--- config.mk ---
export PLATFORM = sky130hd
export DESIGN_NAME = keypad_scan
export DESIGN_NICKNAME = d
export VERILOG_FILES = /design/src/rtl/keypad_pkg.sv /design/src/rtl/scan_tick.sv /design/src/rtl/keypad_scan.sv
export SDC_FILE = /design/constraint.sdc
export NUM_CORES = 1
export LEC_CHECK = 0
export ABC_AREA = 1
export CORE_ASPECT_RATIO = 0.9
export CORE_UTILIZATION = 45
export CTS_CLUSTER_DIAMETER = 100
export CTS_CLUSTER_SIZE = 14
export DETAILED_ROUTE_END_ITERATION = 6
export GPL_TIMING_DRIVEN = 0
export PLACE_DENSITY = 0.7
export SETUP_SLACK_MARGIN = 0.15
export SKIP_LAST_GASP = 1
export SYNTH_ARGS = -nofsm -noshare
export SYNTH_HDL_FRONTEND = slang
export SYNTH_SLANG_ARGS = --single-unit
--- constraint.sdc ---
create_clock -name clk_50m -period 2.7 [get_ports clk_50m]
set_input_delay 0.54 -clock clk_50m [delete_from_list [all_inputs] [get_ports clk_50m]]
set_output_delay 0.54 -clock clk_50m [all_outputs]
set_load 0.005 [all_outputs]
--- src/rtl/keypad_pkg.sv ---
// Shared types, default timing constants and column-decode helpers for the 4x4 keypad scanner.
package keypad_pkg;

  localparam int unsigned SCAN_DIV_DEF = 50000;
  localparam int unsigned DEB_CNT_DEF  = 20;
  localparam int unsigned KP_W         = 4;
  localparam int unsigned IDX_W        = 2;

  typedef enum logic [1:0] {
    ST_SCAN     = 2'd0,
    ST_DEBOUNCE = 2'd1,
    ST_PRESSED  = 2'd2
  } kp_state_e;

  // True when exactly one column line is pulled low.
  function automatic logic single_low(input logic [KP_W-1:0] c);
    return ($countones(~c) == 1);
  endfunction

  function automatic logic [IDX_W-1:0] low_index(input logic [KP_W-1:0] c);
    logic [IDX_W-1:0] idx;
    idx = '0;
    for (int i = KP_W - 1; i >= 0; i--) begin
      if (!c[i]) idx = IDX_W'(i);
    end
    return idx;
  endfunction

  // Column pattern with only the given column low.
  function automatic logic [KP_W-1:0] col_mask(input logic [IDX_W-1:0] idx);
    return ~(KP_W'(1) << idx);
  endfunction

endpackage

--- src/rtl/scan_tick.sv ---
// Free-running divider producing a one-cycle tick every DIV clk_50m cycles.
module scan_tick #(
  parameter int unsigned DIV = keypad_pkg::SCAN_DIV_DEF
) (
  input  logic clk_50m,
  input  logic reset,
  output logic tick
);

  localparam int unsigned CW = (DIV > 1) ? $clog2(DIV) : 1;
  localparam logic [CW-1:0] LAST = CW'(DIV - 1);

  logic [CW-1:0] cnt_q;
  logic [CW-1:0] cnt_d;

  always_comb begin
    cnt_d = (cnt_q == LAST) ? '0 : cnt_q + CW'(1);
  end

  always_ff @(posedge clk_50m or posedge reset) begin
    if (reset) cnt_q <= '0;
    else       cnt_q <= cnt_d;
  end

  assign tick = (cnt_q == LAST);

endmodule

--- src/rtl/keypad_scan.sv ---
// 4x4 matrix keypad scanner: row rotation, press/release debounce, one-pulse key report.
module keypad_scan
  import keypad_pkg::*;
#(
  parameter int unsigned SCAN_DIV = SCAN_DIV_DEF,
  parameter int unsigned DEB_CNT  = DEB_CNT_DEF
) (
  input  logic            clk_50m,
  input  logic            reset,
  output logic [KP_W-1:0] row_out,
  input  logic [KP_W-1:0] col_in,
  output logic [KP_W-1:0] key_code,
  output logic            key_valid,
  output logic            key_held
);

  localparam int unsigned DW = (DEB_CNT > 0) ? $clog2(DEB_CNT + 1) : 1;
  localparam logic [DW-1:0] DEB_MAX = DW'(DEB_CNT);

  logic            tick;
  logic [KP_W-1:0] sync1_q, sync2_q;
  kp_state_e       state_q, state_d;
  logic [IDX_W-1:0] row_q, row_d;
  logic [IDX_W-1:0] col_q, col_d;
  logic [DW-1:0]   deb_q, deb_d;
  logic [DW-1:0]   rel_q, rel_d;
  logic [KP_W-1:0] row_out_q, row_out_d;
  logic [KP_W-1:0] key_code_q, key_code_d;
  logic            key_valid_q, key_valid_d;
  logic            key_held_q, key_held_d;

  logic            col_single_c, col_match_c, col_rel_c;
  logic [DW-1:0]   deb_inc_c, rel_inc_c;

  scan_tick #(.DIV(SCAN_DIV)) u_scan_tick (
    .clk_50m (clk_50m),
    .reset   (reset),
    .tick    (tick)
  );

  // Column decode and saturating counter increments.
  always_comb begin
    col_single_c = single_low(sync2_q);
    col_match_c  = (sync2_q == col_mask(col_q));
    col_rel_c    = sync2_q[col_q];
    deb_inc_c    = (deb_q == DEB_MAX) ? deb_q : deb_q + DW'(1);
    rel_inc_c    = (rel_q == DEB_MAX) ? rel_q : rel_q + DW'(1);
  end

  always_ff @(posedge clk_50m or posedge reset) begin
    if (reset) state_q <= ST_SCAN;
    else       state_q <= state_d;
  end

  always_comb begin
    state_d = state_q;
    if (tick) begin
      unique case (state_q)
        ST_SCAN:     if (col_single_c) state_d = ST_DEBOUNCE;
        ST_DEBOUNCE: begin
          if (!col_match_c)            state_d = ST_SCAN;
          else if (deb_inc_c == DEB_MAX) state_d = ST_PRESSED;
        end
        ST_PRESSED:  if (col_rel_c && (rel_inc_c == DEB_MAX)) state_d = ST_SCAN;
        default:     state_d = ST_SCAN;
      endcase
    end
  end

  // Datapath updates; row advances whenever the scanner leaves or stays in SCAN without a key.
  always_comb begin
    row_d       = row_q;
    col_d       = col_q;
    deb_d       = deb_q;
    rel_d       = rel_q;
    key_code_d  = key_code_q;
    key_valid_d = 1'b0;
    key_held_d  = key_held_q;
    if (tick) begin
      unique case (state_q)
        ST_SCAN: begin
          if (col_single_c) begin
            col_d = low_index(sync2_q);
            deb_d = '0;
          end else begin
            row_d = row_q + IDX_W'(1);
          end
        end
        ST_DEBOUNCE: begin
          if (col_match_c) begin
            deb_d = deb_inc_c;
            if (deb_inc_c == DEB_MAX) begin
              key_valid_d = 1'b1;
              key_code_d  = {row_q, col_q};
              key_held_d  = 1'b1;
            end
          end else begin
            deb_d = '0;
            row_d = row_q + IDX_W'(1);
          end
        end
        ST_PRESSED: begin
          if (col_rel_c) begin
            rel_d = rel_inc_c;
            if (rel_inc_c == DEB_MAX) begin
              rel_d      = '0;
              key_held_d = 1'b0;
              row_d      = row_q + IDX_W'(1);
            end
          end else begin
            rel_d = '0;
          end
        end
        default: begin
          row_d      = '0;
          key_held_d = 1'b0;
        end
      endcase
    end
    row_out_d = ~(KP_W'(1) << row_d);
  end

  always_ff @(posedge clk_50m or posedge reset) begin
    if (reset) begin
      sync1_q     <= '1;
      sync2_q     <= '1;
      row_q       <= '0;
      col_q       <= '0;
      deb_q       <= '0;
      rel_q       <= '0;
      row_out_q   <= 4'b1110;
      key_code_q  <= '0;
      key_valid_q <= 1'b0;
      key_held_q  <= 1'b0;
    end else begin
      sync1_q     <= col_in;
      sync2_q     <= sync1_q;
      row_q       <= row_d;
      col_q       <= col_d;
      deb_q       <= deb_d;
      rel_q       <= rel_d;
      row_out_q   <= row_out_d;
      key_code_q  <= key_code_d;
      key_valid_q <= key_valid_d;
      key_held_q  <= key_held_d;
    end
  end

  assign row_out   = row_out_q;
  assign key_code  = key_code_q;
  assign key_valid = key_valid_q;
  assign key_held  = key_held_q;

endmodule
==> metrics, run 1 <==
status finished, final reports clean; Setup-failing EPs final 0; largest family of logic cells by synthesized area simple AND/OR/NAND/NOR gates; Reg power frac 57.5%; Max Fclk between 400 and 500 MHz; Clk Latency, worst-skew pair between 300 and 400 ps; EDFF count, synth 0; Final Cycle Share 91.6%; hold violation count in the final report 0; routability cong. 0.788; Die W approximately 85 µm; Total GRT Usage 17.1%; net switching power ~0.32 mW; GRT overflow 0; Die Y 76.9 µm; leakage roughly 1.5 nW; Ports 16; largest net degree at the start of global routing 40; Post-layout nets around 380; Max Slew Vio Count 0; Cells after DPL between 400 and 500; skew final around 15 ps; GR Util met1 22.4%; reg-to-reg slack, setup 230 ps; WL/cell 11.9 µm; Post-Synth XOR/XNOR Area under 10%; R2R depth 12; top cell type's share of synthesized area 34.8%; max capacitance violation total 0; initial core utilization a little under half; cell taking the most area after synthesis dfrtp_1; share of layout cells above drive strength 1 a little over a fifth; Synth Area in Compound Gates 7.76%; clock share of power a little over a third; Post-Synthesis Cell Area around 2800 µm²; register area share after synthesis between 40% and 50%; worst path cell trace fa_1 -> inv_1 -> ha_1 -> ha_1 -> nor2_2 -> nand2_2 -> o21ai_1 -> nor2_1 -> nor2_1 -> nand3_1 -> a21oi_2 -> nand2_1; Worst EP required 2910 ps; pwr dens 412 nW/µm²; TritonCTS clock tree built; # diodes 0; initial drt markers 100; ranking of synthesized cells by area dfrtp_1, dfstp_2, nand2_1, inv_1, nand3_1; M3 GR Usage approximately 3.9%; worst-path fanout max 4; CTS clk-pin slew, worst paths ~100 ps; register bit total from synthesis 50; worst-margin pin slew about 380 ps; vias per inst approximately 5; Slowest cell on crit path fa_1; H-tree depth 2; # DRC 0; layer with the highest usage met2; Worst VDD drop approximately 0.00023 V; CP Launch Point sync2_q[0]$_DFF_PP1_; Reg-to-Reg End row_out[0]$_DFF_PP0_; number of clock sinks 50; hpwl dp about 3800 µm; row count 26; grt met2 use slightly below 30%; antenna-violating nets left 0; Critical Path Max Stage Delay between 500 and 600 ps; RSZ-0062 raised after global routing false; top-count cell post-synth nand2_1; simple-gate share of the synthesized area just over 30%; Commonest cells post-synth nand2_1, inv_1, dfrtp_1; CP endpoint row_out[0]$_DFF_PP0_; Root Driver clkbuf_8; minimum clock period roughly 2500 ps; post-synth cell types 40; post-layout util approximately 55%; vias in the first global route a little over 2000; number of detailed-route iterations in the first pass 4; yosys synthesis warning count 0; CP Capture Type register; combinational power share approximately 7%; Worst Setup Path Type register to register; Die ar. approximately 6600 µm²; Net Count, Synth 349; Synth-to-Final Area Change 14.8%; CORE AREA 5860 µm²; Post-CTS Hold Fix Bufs 0; Post-Synth Adder-Cell Area under 10%; drt total wl 5160 µm; clk buf depth 2; mux contribution to synthesized area 0%; initial antenna violation count 0; WHS 352 ps; final cell count without fillers about 430; startpoint types register; R2R Path Start sync2_q[0]$_DFF_PP1_; Post-Syn Instances around 340; CP arrival 2680 ps; PortBufs 15; via count ~2200; global-route wire length before repair 8980 µm; hold crit path type register to register; Int Power 1.01 mW; TritonCTS buffer count 5; synthesized area per cell between 8 and 9 µm²; relative slew slack around three quarters; final setup TNS 0 ps; Sw Ratio about a quarter; Synth Flop Type dfrtp_1; asr flop ratio synth 100%
how the worst min path moves through the flow:
stage | cells after the start | slack, ps | to | startpoint
finish | 0 | 350 | sync2_q[1]$_DFF_PP1_ | sync1_q[1]$_DFF_PP1_
CTS | 0 | 350 | sync2_q[1]$_DFF_PP1_ | sync1_q[1]$_DFF_PP1_
detailed placement | 0 | 350 | sync2_q[0]$_DFF_PP1_ | sync1_q[0]$_DFF_PP1_
floorplan | 0 | 350 | sync2_q[0]$_DFF_PP1_ | sync1_q[0]$_DFF_PP1_
global route | 0 | 360 | sync2_q[1]$_DFF_PP1_ | sync1_q[1]$_DFF_PP1_
global placement | 0 | 350 | sync2_q[2]$_DFF_PP1_ | sync1_q[2]$_DFF_PP1_
layout make-up:
type / instances / area, µm²
flip-flops and latches: 50 / 1260
multi-input cells: 224 / 1310
clock buffers: 6 / 82.6
inverters: 58 / 233
well taps: 70 / 87.6
plain buffers: 3 / 26.3
clock inverters: 2 / 16.3
repair buffers: 20 / 200
fillers: 541 / 2640
power by group through the flow:
| stage | combinational, mW | sequential (mW) | clock, mW |
|---|---|---|---|
| finish | 0.0905 | 0.764 | 0.473 |
| global route | 0.105 | 0.765 | 0.523 |
| CTS | 0.0775 | 0.764 | 0.490 |
| detailed placement | 0.0770 | 0.778 | 0 |
| global placement | 0.0719 | 0.778 | 0 |
| floorplan | 0.0526 | 0.777 | 0 |
cells by family (layout without fill, tap and decap cells):
family / after synthesis / in the layout
and+or+nand+nor: 169 / 169
buffers and inverters: 61 / 89
DFF: 50 / 50
AOI/OAI and AO/OA: 36 / 36
xor gates and xnor gates: 11 / 11
adders and majority gates: 8 / 8
per-layer routing:
metal / share of wire (%) / vias up
met2: 48 / 27
li1: - / 1116
met1: 48 / 1007
met3: 3.1 / 8
met5: 0 / -
met4: 1.0 / 0
stage by stage:
step	instance area, µm²	power [mW]	setup slack [ps]
after CTS	3160	1.33	176
after global placement	3040	0.850	-36.0
final	3220	1.33	227
after floorplan	2810	0.830	422
after global routing	3220	1.39	81.4
after detailed placement	3060	0.855	233
state kept, by name (all words and copies together) (netlist names):
signal / flops
u_scan_tick.cnt_q: 16
deb_q: 5
rel_q: 5
key_code: 4
row_out: 4
sync1_q: 4
sync2_q: 4
col_q: 2
row_q: 2
state_q: 2
key_held: 1
key_valid: 1
placed cells by master, fill, tap and decap left out, drive strengths merged:
cell           Yosys  final
xor2              10     10
nand4              7      7
a21oi             11     11
nand2             85     85
o21ai             15     15
clkdlybuf4s50      0     15
buf                2      7
dfrtp             39     39
xnor2              1      1
nand3             32     32
clkinvlp           0      1
or2                1      1
a211oi             1      1
inv               55     56
clkbuf             1      7
nor2              35     35
dfstp             11     11
o31ai              1      1
o22ai              6      6
o211ai             1      1
nor3               3      3
nand3b             2      2
fa                 1      1
and3               1      1
a21boi             1      1
nor4               3      3
ha                 7      7
clkinv             3      3
worst max-delay path: cells and delay by family (launching register included):
kind            cells  cell delay, ps
compound gates      2             330
fa+ha+maj           3             990
buf+inv             1              40
flops               1             410
simple gates        6             600
timing repair:
item                       CTS  global route
setup endpoints to repair    0            10
buffers inserted             0             4
gates resized for setup      0             8
Note: power is estimated with default switching activity, not from simulation.
==> run 2: changes to the inputs <==
- CORE_UTILIZATION: 45 -> 50
- PLACE_DENSITY: 0.7 -> 0.76
- SKIP_CTS_REPAIR_TIMING: not set -> 1
==> metrics, run 2 (same netlist as run 1, synthesis figures left out) <==
Setup-failing EPs final 0 (unchanged); relative slew slack 75.5% (was 74.8%); minimum clock period 2420 ps (was 2470 ps); Synth-to-Final Area Change 13.9% (was 14.8%); FILL cells 468 (was 541); Worst Setup Path Type register to register (unchanged); hold violation count in the final report 0 (unchanged); Root Driver clkbuf_8 (unchanged); global-route wire length before repair 8540 µm (was 8980 µm); max capacitance violation total 0 (unchanged); leakage 1.50 nW (was 1.52 nW); Slowest cell on crit path fa_1 (unchanged); startpoint types register (unchanged); Post-layout nets 374 (was 376); clk buf depth 2 (unchanged); max reg flops 16 (unchanged); Max Fclk 413 MHz (was 404 MHz); Worst VDD drop 0.000351 V (was 0.000226 V); combinational power share 6.6% (was 6.8%); Sw Ratio 24.4% (was 24.2%); via count 2184 (was 2158); Total GRT Usage 19.3% (was 17.1%); Biggest register u_scan_tick.cnt_q (unchanged); CP bufs+invs 1 (unchanged); pwr dens 415 nW/µm² (was 412 nW/µm²); Regs by FF count u_scan_tick.cnt_q (16), deb_q (5), rel_q (5) (unchanged); CP top delay family adder cells (unchanged); drt total wl 5000 µm (was 5160 µm); share of layout cells above drive strength 1 21.3% (was 21.8%); Int Power 1.00 mW (was 1.01 mW); PortBufs 15 (unchanged); row count 25 (was 26); Clk Latency, worst-skew pair 320 ps (was 310 ps); Die Y 73.1 µm (was 76.9 µm); Ports 16 (unchanged); WL/cell 11.7 µm (was 11.9 µm); worst path cell trace fa_1 -> inv_1 -> ha_1 -> ha_1 -> nor2_2 -> nand2_2 -> o21ai_1 -> nor2_1 -> nor2_1 -> nand3_2 -> a21oi_2 -> nand2_1 (was fa_1 -> inv_1 -> ha_1 -> ha_1 -> nor2_2 -> nand2_2 -> o21ai_1 -> nor2_1 -> nor2_1 -> nand3_1 -> a21oi_2 -> nand2_1); Cells after DPL 418 (was 421); CTS clk-pin slew, worst paths 100 ps (about the same); RSZ-0062 raised after global routing false (unchanged); final setup TNS 0 ps (unchanged); CP arrival 2640 ps (was 2680 ps); CORE AREA 5320 µm² (was 5860 µm²); Critical Path Max Stage Delay 550 ps (was 540 ps); routability cong. 0.822 (was 0.788); number of clock sinks 50 (unchanged); # diodes 0 (unchanged); TritonCTS clock tree built (unchanged); clock share of power 35.9% (was 35.6%); Die W 81.0 µm (was 85.2 µm); initial core utilization 52.8% (was 47.9%); H-tree depth 2 (unchanged); Reg power frac 57.5% (about the same); final cell count without fillers 428 (was 433); # DRC 0 (unchanged); vias in the first global route 2018 (was 2072); antenna-violating nets left 0 (unchanged); GRT overflow 0 (unchanged); CP Capture Type register (unchanged); net switching power 0.323 mW (was 0.322 mW); Worst EP required 2920 ps (was 2910 ps); worst-margin pin slew 365 ps (was 377 ps); Final Cycle Share 89.8% (was 91.6%); hpwl dp 3660 µm (was 3760 µm); vias per inst 5.10 (was 4.98); Max Slew Vio Count 0 (unchanged); Die ar. 5920 µm² (was 6560 µm²); commonest non-fill, non-tap cell in the layout nand2_1 (unchanged); TritonCTS buffer count 5 (unchanged); worst-path fanout max 4 (unchanged); most frequent cells in the layout nand2_1, inv_1, dfrtp_1 (unchanged); initial drt markers 82 (was 100); skew final 10.7 ps (was 14.7 ps); status finished, final reports clean (unchanged); largest net degree at the start of global routing 43 (was 40); initial antenna violation count 0 (unchanged); hold crit path type register to register (unchanged); number of detailed-route iterations in the first pass 4 (unchanged)
-- run 2: through the flow --
| stage | hold slack [ps] | worst slack, ps | power (mW) | area, µm² | utilization (%) |
|---|---|---|---|---|---|
| floorplan | 345 | 422 | 0.830 | 2810 | - |
| global placement | 346 | 14.5 | 0.849 | 3040 | 57.2 |
| detailed placement | 348 | 229 | 0.854 | 3060 | 57.6 |
| CTS | 348 | 162 | 1.33 | 3160 | 59.4 |
| global route | 347 | 124 | 1.38 | 3200 | 60.1 |
| finish | 352 | 277 | 1.33 | 3200 | 60.1 |
-- run 2: layer usage --
layer | global-route usage [%] | part of all wire, %
met1 | 23.5 | 47
met2 | 31.9 | 47
met3 | 5.38 | 3.6
met4 | 8.33 | 1.9
met5 | 0 | 0
-- run 2: final cells by class --
class | count | area (µm²) | area share [%]
Buffer | 3 | 26.3 | 0.822
Clock buffer | 6 | 82.6 | 2.58
Clock inverter | 2 | 16.3 | 0.509
Inverter | 58 | 233 | 7.28
Multi-Input combinational cell | 224 | 1300 | 40.8
Sequential cell | 50 | 1260 | 39.6
Tap cell | 67 | 83.8 | 2.62
Timing Repair Buffer | 18 | 185 | 5.79
-- run 2: worst reg2reg max path: cells and delay by family (launching register included) --
kind	cells	cell delay [ps]
and+or+nand+nor	6	560
buffers and inverters	1	70
DFF	1	400
adders and majority gates	3	1010
AOI/OAI and AO/OA	2	280
-- run 2: worst paths after layout --
kind	from	to	slack [ps]	cells after the start
max	sync2_q[0]$_DFF_PP1_	row_out[0]$_DFF_PP0_	280	12
min	sync1_q[3]$_DFF_PP1_	sync2_q[3]$_DFF_PP1_	350	0
max reg2reg	sync2_q[0]$_DFF_PP1_	row_out[0]$_DFF_PP0_	280	12
min reg2reg	sync1_q[3]$_DFF_PP1_	sync2_q[3]$_DFF_PP1_	350	0
max in group asynchronous	reset	sync1_q[1]$_DFF_PP1_	1720	3
min in group asynchronous	reset	u_scan_tick.cnt_q[12]$_DFF_PP0_	440	2
-- run 2: power groups by stage --
| stage | clock network (mW) | logic (mW) | registers, mW |
|---|---|---|---|
| global placement | 0 | 0.0709 | 0.778 |
| finish | 0.476 | 0.0873 | 0.763 |
| detailed placement | 0 | 0.0762 | 0.778 |
| global route | 0.518 | 0.101 | 0.764 |
| floorplan | 0 | 0.0526 | 0.777 |
| CTS | 0.492 | 0.0779 | 0.764 |
